===== config.mk =====
export PLATFORM = sky130hd
export DESIGN_NAME = seq_divider16
export DESIGN_NICKNAME = d
export VERILOG_FILES = /design/src/rtl/seq_div_pkg.sv /design/src/rtl/div_restore_step.sv /design/src/rtl/seq_divider16.sv
export SDC_FILE = /design/constraint.sdc
export NUM_CORES = 1
export LEC_CHECK = 0
export ABC_AREA = 1
export CAP_MARGIN = 10
export CORE_ASPECT_RATIO = 2
export CORE_MARGIN = 1
export CORE_UTILIZATION = 40
export DETAILED_ROUTE_END_ITERATION = 8
export PLACE_DENSITY_LB_ADDON = 0.25
export SETUP_SLACK_MARGIN = 0.4
export SLEW_MARGIN = 20
export SYNTH_ARGS = -nofsm -noshare
export SYNTH_HDL_FRONTEND = slang
export SYNTH_SLANG_ARGS = --single-unit

===== constraint.sdc =====
create_clock -name clk -period 2 [get_ports clk]
set_input_delay 0.3 -clock clk [delete_from_list [all_inputs] [get_ports clk]]
set_output_delay 0.3 -clock clk [all_outputs]
set_load 0.02 [all_outputs]

===== src/rtl/seq_div_pkg.sv =====
// Shared types and sizing constants for the sequential restoring divider.
package seq_div_pkg;

  typedef enum logic [1:0] {
    StIdle,
    StRun,
    StDone
  } div_state_e;

  localparam int unsigned DefWidth    = 16;
  localparam int unsigned DefCntWidth = $clog2(DefWidth);

  // Iteration counter width for a given operand width.
  function automatic int unsigned cnt_width(input int unsigned width);
    return (width < 2) ? 1 : $clog2(width);
  endfunction

endpackage


===== src/rtl/div_restore_step.sv =====
// One combinational iteration of radix-2 restoring division.
module div_restore_step #(
  parameter int unsigned WIDTH = 16
) (
  input  logic [WIDTH-1:0] i_rem,
  input  logic             i_q_msb,
  input  logic [WIDTH-1:0] i_divisor,
  output logic [WIDTH:0]   o_rem,
  output logic             o_q_bit
);

  logic [WIDTH:0] w_shifted;
  logic [WIDTH:0] w_diff;

  assign w_shifted = {i_rem, i_q_msb};
  assign w_diff    = w_shifted - {1'b0, i_divisor};

  // A clear MSB means the trial subtraction did not borrow.
  assign o_q_bit = ~w_diff[WIDTH];
  assign o_rem   = o_q_bit ? w_diff : w_shifted;

endmodule


===== src/rtl/seq_divider16.sv =====
// Iterative unsigned divider: one quotient bit per clock behind a start/done handshake.
module seq_divider16
  import seq_div_pkg::*;
#(
  parameter int unsigned WIDTH = DefWidth
) (
  input  logic             clk,
  input  logic             rst_n,
  input  logic             start,
  input  logic [WIDTH-1:0] A,
  input  logic [WIDTH-1:0] B,
  output logic             busy,
  output logic             done,
  output logic [WIDTH-1:0] Quot,
  output logic [WIDTH-1:0] Rem,
  output logic             div_by_zero
);

  localparam int unsigned CntW = cnt_width(WIDTH);

  div_state_e       r_state;
  logic [CntW-1:0]  r_cnt;
  logic [WIDTH:0]   r_rem;
  logic [WIDTH-1:0] r_q;
  logic [WIDTH-1:0] r_divisor;
  logic             r_busy;
  logic             r_done;
  logic [WIDTH-1:0] r_quot;
  logic [WIDTH-1:0] r_rem_out;
  logic             r_dbz;

  logic [WIDTH:0]   w_rem_next;
  logic             w_q_bit;
  logic [WIDTH-1:0] w_q_next;
  logic             w_unused_rem_msb;

  // The restored remainder is always below the divisor, so its top bit never feeds back.
  assign w_unused_rem_msb = r_rem[WIDTH];

  div_restore_step #(
    .WIDTH(WIDTH)
  ) u_step (
    .i_rem    (r_rem[WIDTH-1:0]),
    .i_q_msb  (r_q[WIDTH-1]),
    .i_divisor(r_divisor),
    .o_rem    (w_rem_next),
    .o_q_bit  (w_q_bit)
  );

  assign w_q_next = {r_q[WIDTH-2:0], w_q_bit};

  always_ff @(posedge clk or negedge rst_n) begin
    if (!rst_n) begin
      r_state   <= StIdle;
      r_cnt     <= '0;
      r_rem     <= '0;
      r_q       <= '0;
      r_divisor <= '0;
      r_busy    <= 1'b0;
      r_done    <= 1'b0;
      r_quot    <= '0;
      r_rem_out <= '0;
      r_dbz     <= 1'b0;
    end else begin
      r_done <= 1'b0;
      unique case (r_state)
        StIdle, StDone: begin
          if (start) begin
            if (B != '0) begin
              r_state   <= StRun;
              r_busy    <= 1'b1;
              r_divisor <= B;
              r_q       <= A;
              r_rem     <= '0;
              r_cnt     <= CntW'(WIDTH - 1);
            end else begin
              // Divide by zero skips the iterations and reports all-ones / dividend.
              r_state   <= StDone;
              r_done    <= 1'b1;
              r_quot    <= '1;
              r_rem_out <= A;
              r_dbz     <= 1'b1;
            end
          end else begin
            r_state <= StIdle;
          end
        end
        StRun: begin
          r_rem <= w_rem_next;
          r_q   <= w_q_next;
          r_cnt <= r_cnt - 1'b1;
          if (r_cnt == '0) begin
            r_state   <= StDone;
            r_busy    <= 1'b0;
            r_done    <= 1'b1;
            r_quot    <= w_q_next;
            r_rem_out <= w_rem_next[WIDTH-1:0];
            r_dbz     <= 1'b0;
          end
        end
        default: begin
          r_state <= StIdle;
          r_busy  <= 1'b0;
        end
      endcase
    end
  end

  assign busy        = r_busy;
  assign done        = r_done;
  assign Quot        = r_quot;
  assign Rem         = r_rem_out;
  assign div_by_zero = r_dbz;

endmodule


==> results of run 1 <==
metrics by stage:
step	instances	util	area, µm²	setup WS [ps]	hold WS [ps]
global route	1010	0.6262	8089	-260.8	244.8
finish	1010	0.6262	8089	-193.4	216.4
CTS	996	0.6048	7814	-135.9	270.1
floorplan	681	-	5286	1.878	4.409
global placement	949	0.5102	6591	-203.0	279.7
detailed placement	949	0.5102	6591	-243.5	275.8
critical path, stage by stage, from the launching register on:
cell     delay (ps)
dfrtp_1         400
inv_2            90
ha_4            120
inv_2            40
fa_2            340
nand2_2          90
nand2_2          70
nand3_2          70
nand2_2          70
nand2_4         130
nand3_4         190
nand2_8         220
nand3_4         110
nand3_2          80
nand2_1          50
inv_1            50
state kept, by name (all words and copies together) (netlist names):
name,cells
Quot,16
r_divisor,16
r_rem,16
r_cnt,4
r_state,2
r_q,16
busy,1
Rem,16
done,1
div_by_zero,1
per-layer routing:
layer	part of all wire	routed length, µm
met5	0	0
met4	0.049	859
met3	0.027	463
met2	0.57	9855
met1	0.36	6181
cell type report:
type / instances / area [µm²] / area share
Multi-Input combinational cell: 464 / 3098 / 0.3830
Sequential cell: 89 / 2227 / 0.2753
Timing Repair Buffer: 180 / 1803 / 0.2229
Inverter: 106 / 421.7 / 0.05213
Clock buffer: 9 / 225.2 / 0.02784
Tap cell: 152 / 190.2 / 0.02351
Clock inverter: 7 / 76.32 / 0.009435
Timing Repair inverter: 3 / 47.55 / 0.005878
repair_timing:
action / 4_1_cts / 5_1_grt
cloned: 15 / 0
endpoints found under the setup margin: 118 / 93
endpoints found under the hold margin: 29 / 0
setup buffers: 15 / 14
gates resized for setup: 199 / 70
hold buffers: 1 / 0
pin swaps: 36 / 24
kinds of logic after synthesis:
family / Yosys count / share of synthesized area
simple gates: 339 / 0.3042
buf+inv: 132 / 0.1145
compound gates: 96 / 0.1024
flops: 89 / 0.4230
fa+ha+maj: 18 / 0.04420
xor+xnor: 7 / 0.01164
power by group through the flow:
stage / sequential (mW) / clock [mW] / combinational (mW)
after floorplan: 3.34 / 0 / 5.25
after global placement: 3.04 / 0 / 8.42
after detailed placement: 3.05 / 0 / 8.55
after CTS: 3.03 / 1.77 / 10.9
after global routing: 3.12 / 1.83 / 12.5
final: 3.05 / 1.75 / 11.6
path summary, 6_finish.rpt:
| kind | start | endpoint | slack [ps] | cells past startpoint |
|---|---|---|---|---|
| setup / recovery | r_q[15] | Rem[10] | -190 | 15 |
| hold / removal | B[5] | r_divisor[5] | 220 | 3 |
| min in group asynchronous | rst_n | Rem[1] | 440 | 2 |
| setup reg to reg | r_q[15] | Rem[10] | -190 | 15 |
| max in group asynchronous | rst_n | r_rem[9] | 940 | 3 |
| hold reg to reg | div_by_zero | div_by_zero | 500 | 2 |
cells in the final DEF (no fill, tap or decap), types with 12 or more instances in the layout:
master / instances
nor2_1: 26
clkdlybuf4s50_1: 17
nand2_2: 18
nand3_4: 12
a31oi_1: 14
dlygate4sd2_1: 33
or2_0: 15
buf_4: 79
buf_6: 14
nand2_1: 158
o21ai_1: 30
a21oi_1: 17
inv_1: 94
ha_1: 15
nand3_1: 21
nand3_2: 49
dfrtp_1: 89
buf_12: 12
==> results.toml, run 1 <==
[status]
outcome = "complete, but fails checks"
violations = "setup timing"

[global_routing]
grt-ovfl-total = 0
top_usage_layer = "met2"
use_met3 = 0.02312
grtUsageMet2 = 0.5015
grt.met1_usage = 0.2691
grtUsageTotal = 0.2591
antenna_found_initial = 0
grt_pass1_wl_mm = 27.32
grt_max_degree = 50
first_global_vias = 5450

[worst_setup_path]
worstSetupPathType = "reg -> reg"
start_kind = "flip-flop"
cp-end-kind = "flip-flop"
crit_required_ps = 2290
path_max_fanout = 8
crit_arrival_ps = 2480

[power]
pwr-share-clk = 0.107
p_sw_mw = 7.860
power_density_mw_per_mm2 = 2027
design_power_total_mw = 16.39
switching_share = 0.4795
p_seq_frac = 0.186
share_comb_of_total_power = 0.707
peakVddDrop_uv = 1119
p_int_mw = 8.534
p_leak_nw = 4.026

[drt]
first_iter_violations = 259
antenna_left = 0
routed_wl_mm = 17.36
vias_per_cell = 5.165
num_vias = 5217
post_drt_wl_per_cell_um = 17.19
dr.pass1.iters = 5
drc_errors = 0

[sta]
fin_ws_ps = -193.4
slew_viol_final = 0
worst_slew_pin_slew_ps = 573.3
fin_skew_ps = 7.185
relSlewSlack = 0.6178
tns_ps = -3537
final.min_clock_period_ps = 2193
hold_viol = 0
max_freq_mhz = 455.9
fin_crit_sh = 1.097
setup_viol = 33
rsz0062_at_grt = "yes"

[die]
start_util = 0.4076
core_region_area_mm2 = 0.01292
dieArea_mm2 = 0.01365
die_h_um = 164.3
row_count = 59
die_w_um = 83.13
io_pins = 70

[finish]
drive_above_1_share = 0.3403
nNetsFinal = 906
areaGrowthSynthToFinish_pct = 53.64
n_antenna_cell = 0
n_fill_cell = 1073

[synthesis]
synthTopCellsByCount = "nand2_1, inv_1, dfrtp_1"
synth_top_area_cell = "dfrtp_1"
synth.ff_latch_count = 89
synthTopCellsByArea = "dfrtp_1, nand2_1, inv_1"
syn_area_per_cell_um2 = 7.731
synth_edf_count = 0
synth_area_mm2 = 0.005265
syn_inst = 681
synth_fp_nets = 734
ys.flop_type = "dfrtp_1"
yosysWarnings = 0
yosysUniqueCellTypes = 38
yosysMostFrequentCell = "nand2_1"
ys_seq_area_frac = 0.4230
synthArstFlopShare = 1.000
yosysTopAreaCellShare = 0.4230

[clock_network]
cts_tree = "done"
clkLatencyLatePin_ps = 350
cts_made_buffers = 9
cts.sinks = 89
clk_path_buf_depth = 2
cts-root-buf = "clkbuf_16"
clkTransAtPathRegs_ps = 70
htree_levels = 3

[placement]
dp.final_hpwl_mm = 11.08
io_buffer_count = 69
place.gp.congestion = 0.8537

[job]
drv_cap = 0

[hold_path]
hold_path_class = "in -> reg"
Power figures use the tool's default switching activity.
==> run 2: changes to the inputs <==
Settings changed: HOLD_SLACK_MARGIN set to 0.08, PLACE_DENSITY set to 0.66, PLACE_DENSITY_LB_ADDON 0.25 to not set.
==> run 2 against run 1 <==
  * The run still ends with setup timing left
  * First-iteration DRC count grew 12%
  * Clock skew decreased by 0.78 ps
  * Sequential power increased by 2%
  * Die area unchanged
  * Global-route usage is 0.15 points higher
  * Critical path type unchanged
  * Largest power group unchanged
  * Cell count is essentially flat
  * Wire length increased by 4.4%
  * Worst setup slack worse by 41 ps
==> results.toml, run 2 (synthesis gave the netlist of run 1 again) <==
[job]
drv_cap = 0

[die]
die_h_um = 164.3
io_pins = 70
dieArea_mm2 = 0.01365
row_count = 59
start_util = 0.4076
die_w_um = 83.13
core_region_area_mm2 = 0.01292

[placement]
dp.final_hpwl_mm = 10.79
io_buffer_count = 69
place.gp.congestion = 0.8699

[drt]
dr.pass1.iters = 4
first_iter_violations = 290
vias_per_cell = 5.364
antenna_left = 0
post_drt_wl_per_cell_um = 17.97
num_vias = 5412
routed_wl_mm = 18.13
drc_errors = 0

[sta]
fin_skew_ps = 6.409
hold_viol = 0
max_freq_mhz = 447.6
slew_viol_final = 0
setup_viol = 39
rsz0062_at_grt = "yes"
final.min_clock_period_ps = 2234
worst_slew_pin_slew_ps = 563.3
fin_crit_sh = 1.117
hold_ws_ps = 219.1
fin_ws_ps = -234.2
relSlewSlack = 0.6245

[global_routing]
grt_max_degree = 52
grtUsageTotal = 0.2606
first_global_vias = 5501
grt-ovfl-total = 0
grt_pass1_wl_mm = 27.38
antenna_found_initial = 0

[worst_setup_path]
path_max_fanout = 2
crit_arrival_ps = 2510
regToRegSetupSlack_ps = -230
worstSetupPathType = "reg -> reg"
start_kind = "flip-flop"
crit_start = "r_divisor[0]"
r2r_cells = 12
r2r_end = "Rem[4]"
r2r_start = "r_divisor[0]"
crit_required_ps = 2280
cp-end-kind = "flip-flop"
crit_end = "Rem[4]"

[status]
violations = "setup timing"
outcome = "complete, but fails checks"

[clock_network]
cts_made_buffers = 9
clkLatencyLatePin_ps = 350
clkTransAtPathRegs_ps = 70
cts-root-buf = "clkbuf_16"
htree_levels = 3
cts.sinks = 89
clk_path_buf_depth = 2
cts_tree = "done"

[finish]
n_antenna_cell = 0
drive_above_1_share = 0.3477
fin_util = 0.6351
mostFrequentLayoutCells = "nand2_1, inv_1, dfrtp_1"
nNetsFinal = 905
areaGrowthSynthToFinish_pct = 55.82
final_common_cell = "nand2_1"

[power]
power_density_mw_per_mm2 = 2039
peakVddDrop_uv = 1176
p_leak_nw = 4.028

[hold_path]
hold_path_class = "in -> reg"
[run 2: layer usage]
| layer | vias up | GRT usage | wire [µm] |
|---|---|---|---|
| met5 | - | 0 | 0 |
| met4 | 0 | 0.1677 | 1077 |
| met3 | 79 | 0.03166 | 663 |
| met2 | 192 | 0.4978 | 10140 |
| met1 | 2613 | 0.2627 | 6243 |
| li1 | 2528 | - | - |
[run 2: critical path: stages, from the launching register on]
cell and delay [ps]:
dfrtp_1 420, ha_4 170, inv_2 60, fa_2 210, nand2_2 70, buf_4 130, a21oi_1 290, buf_4 180
xor2_1 290, nand3_4 120, nand3_2 80, nand2_1 70, inv_1 70
[run 2: how the worst min path moves through the flow]
stage | startpoint | endpoint | cells after the start
2_1_floorplan | rst_n | Quot[0] | 0
3_3_place_gp | rst_n | r_divisor[12] | 1
3_5_place_dp | rst_n | r_divisor[13] | 1
4_1_cts | B[0] | r_divisor[0] | 4
5_1_grt | B[2] | r_divisor[2] | 3
6_report | B[2] | r_divisor[2] | 3
[run 2: timing repair]
| action | in CTS | in global routing |
|---|---|---|
| hold buffers | 1 | 0 |
| pin swaps | 61 | 34 |
| resized for setup | 172 | 107 |
| endpoints found under the setup margin | 120 | 88 |
| endpoints found under the hold margin | 27 | 0 |
| cloned | 14 | 4 |
| buffers inserted | 20 | 7 |
[run 2: layout make-up]
cell class	count	area, µm²
timing repair inverter	3	71.32
tap	152	190.2
fill	1043	4715
clock buffer	9	225.2
clock inverter	7	62.56
inverter	106	429.2
timing repair buffer	180	1879
multi-input combinational	463	3119
sequential	89	2227
[run 2: report_power, final]
group	total (mW)	switching [mW]	internal (mW)
combinational	11.9	6.86	5.09
clock	1.68	0.815	0.868
sequential	3.10	0.484	2.62
total	16.7	8.16	8.57
[run 2: metrics by stage]
stage | setup WS (ps) | cells | total power, mW | area, µm² | TNS, ps
floorplan | 1.878 | 681 | 8.588 | 5286 | 0
CTS | -157.4 | 998 | 15.86 | 7875 | -3153
finish | -234.2 | 1009 | 16.73 | 8204 | -4517
detailed placement | -265.6 | 947 | 11.46 | 6564 | -15580
global route | -299.6 | 1009 | 17.76 | 8204 | -8497
global placement | -250.1 | 947 | 11.28 | 6564 | -12540
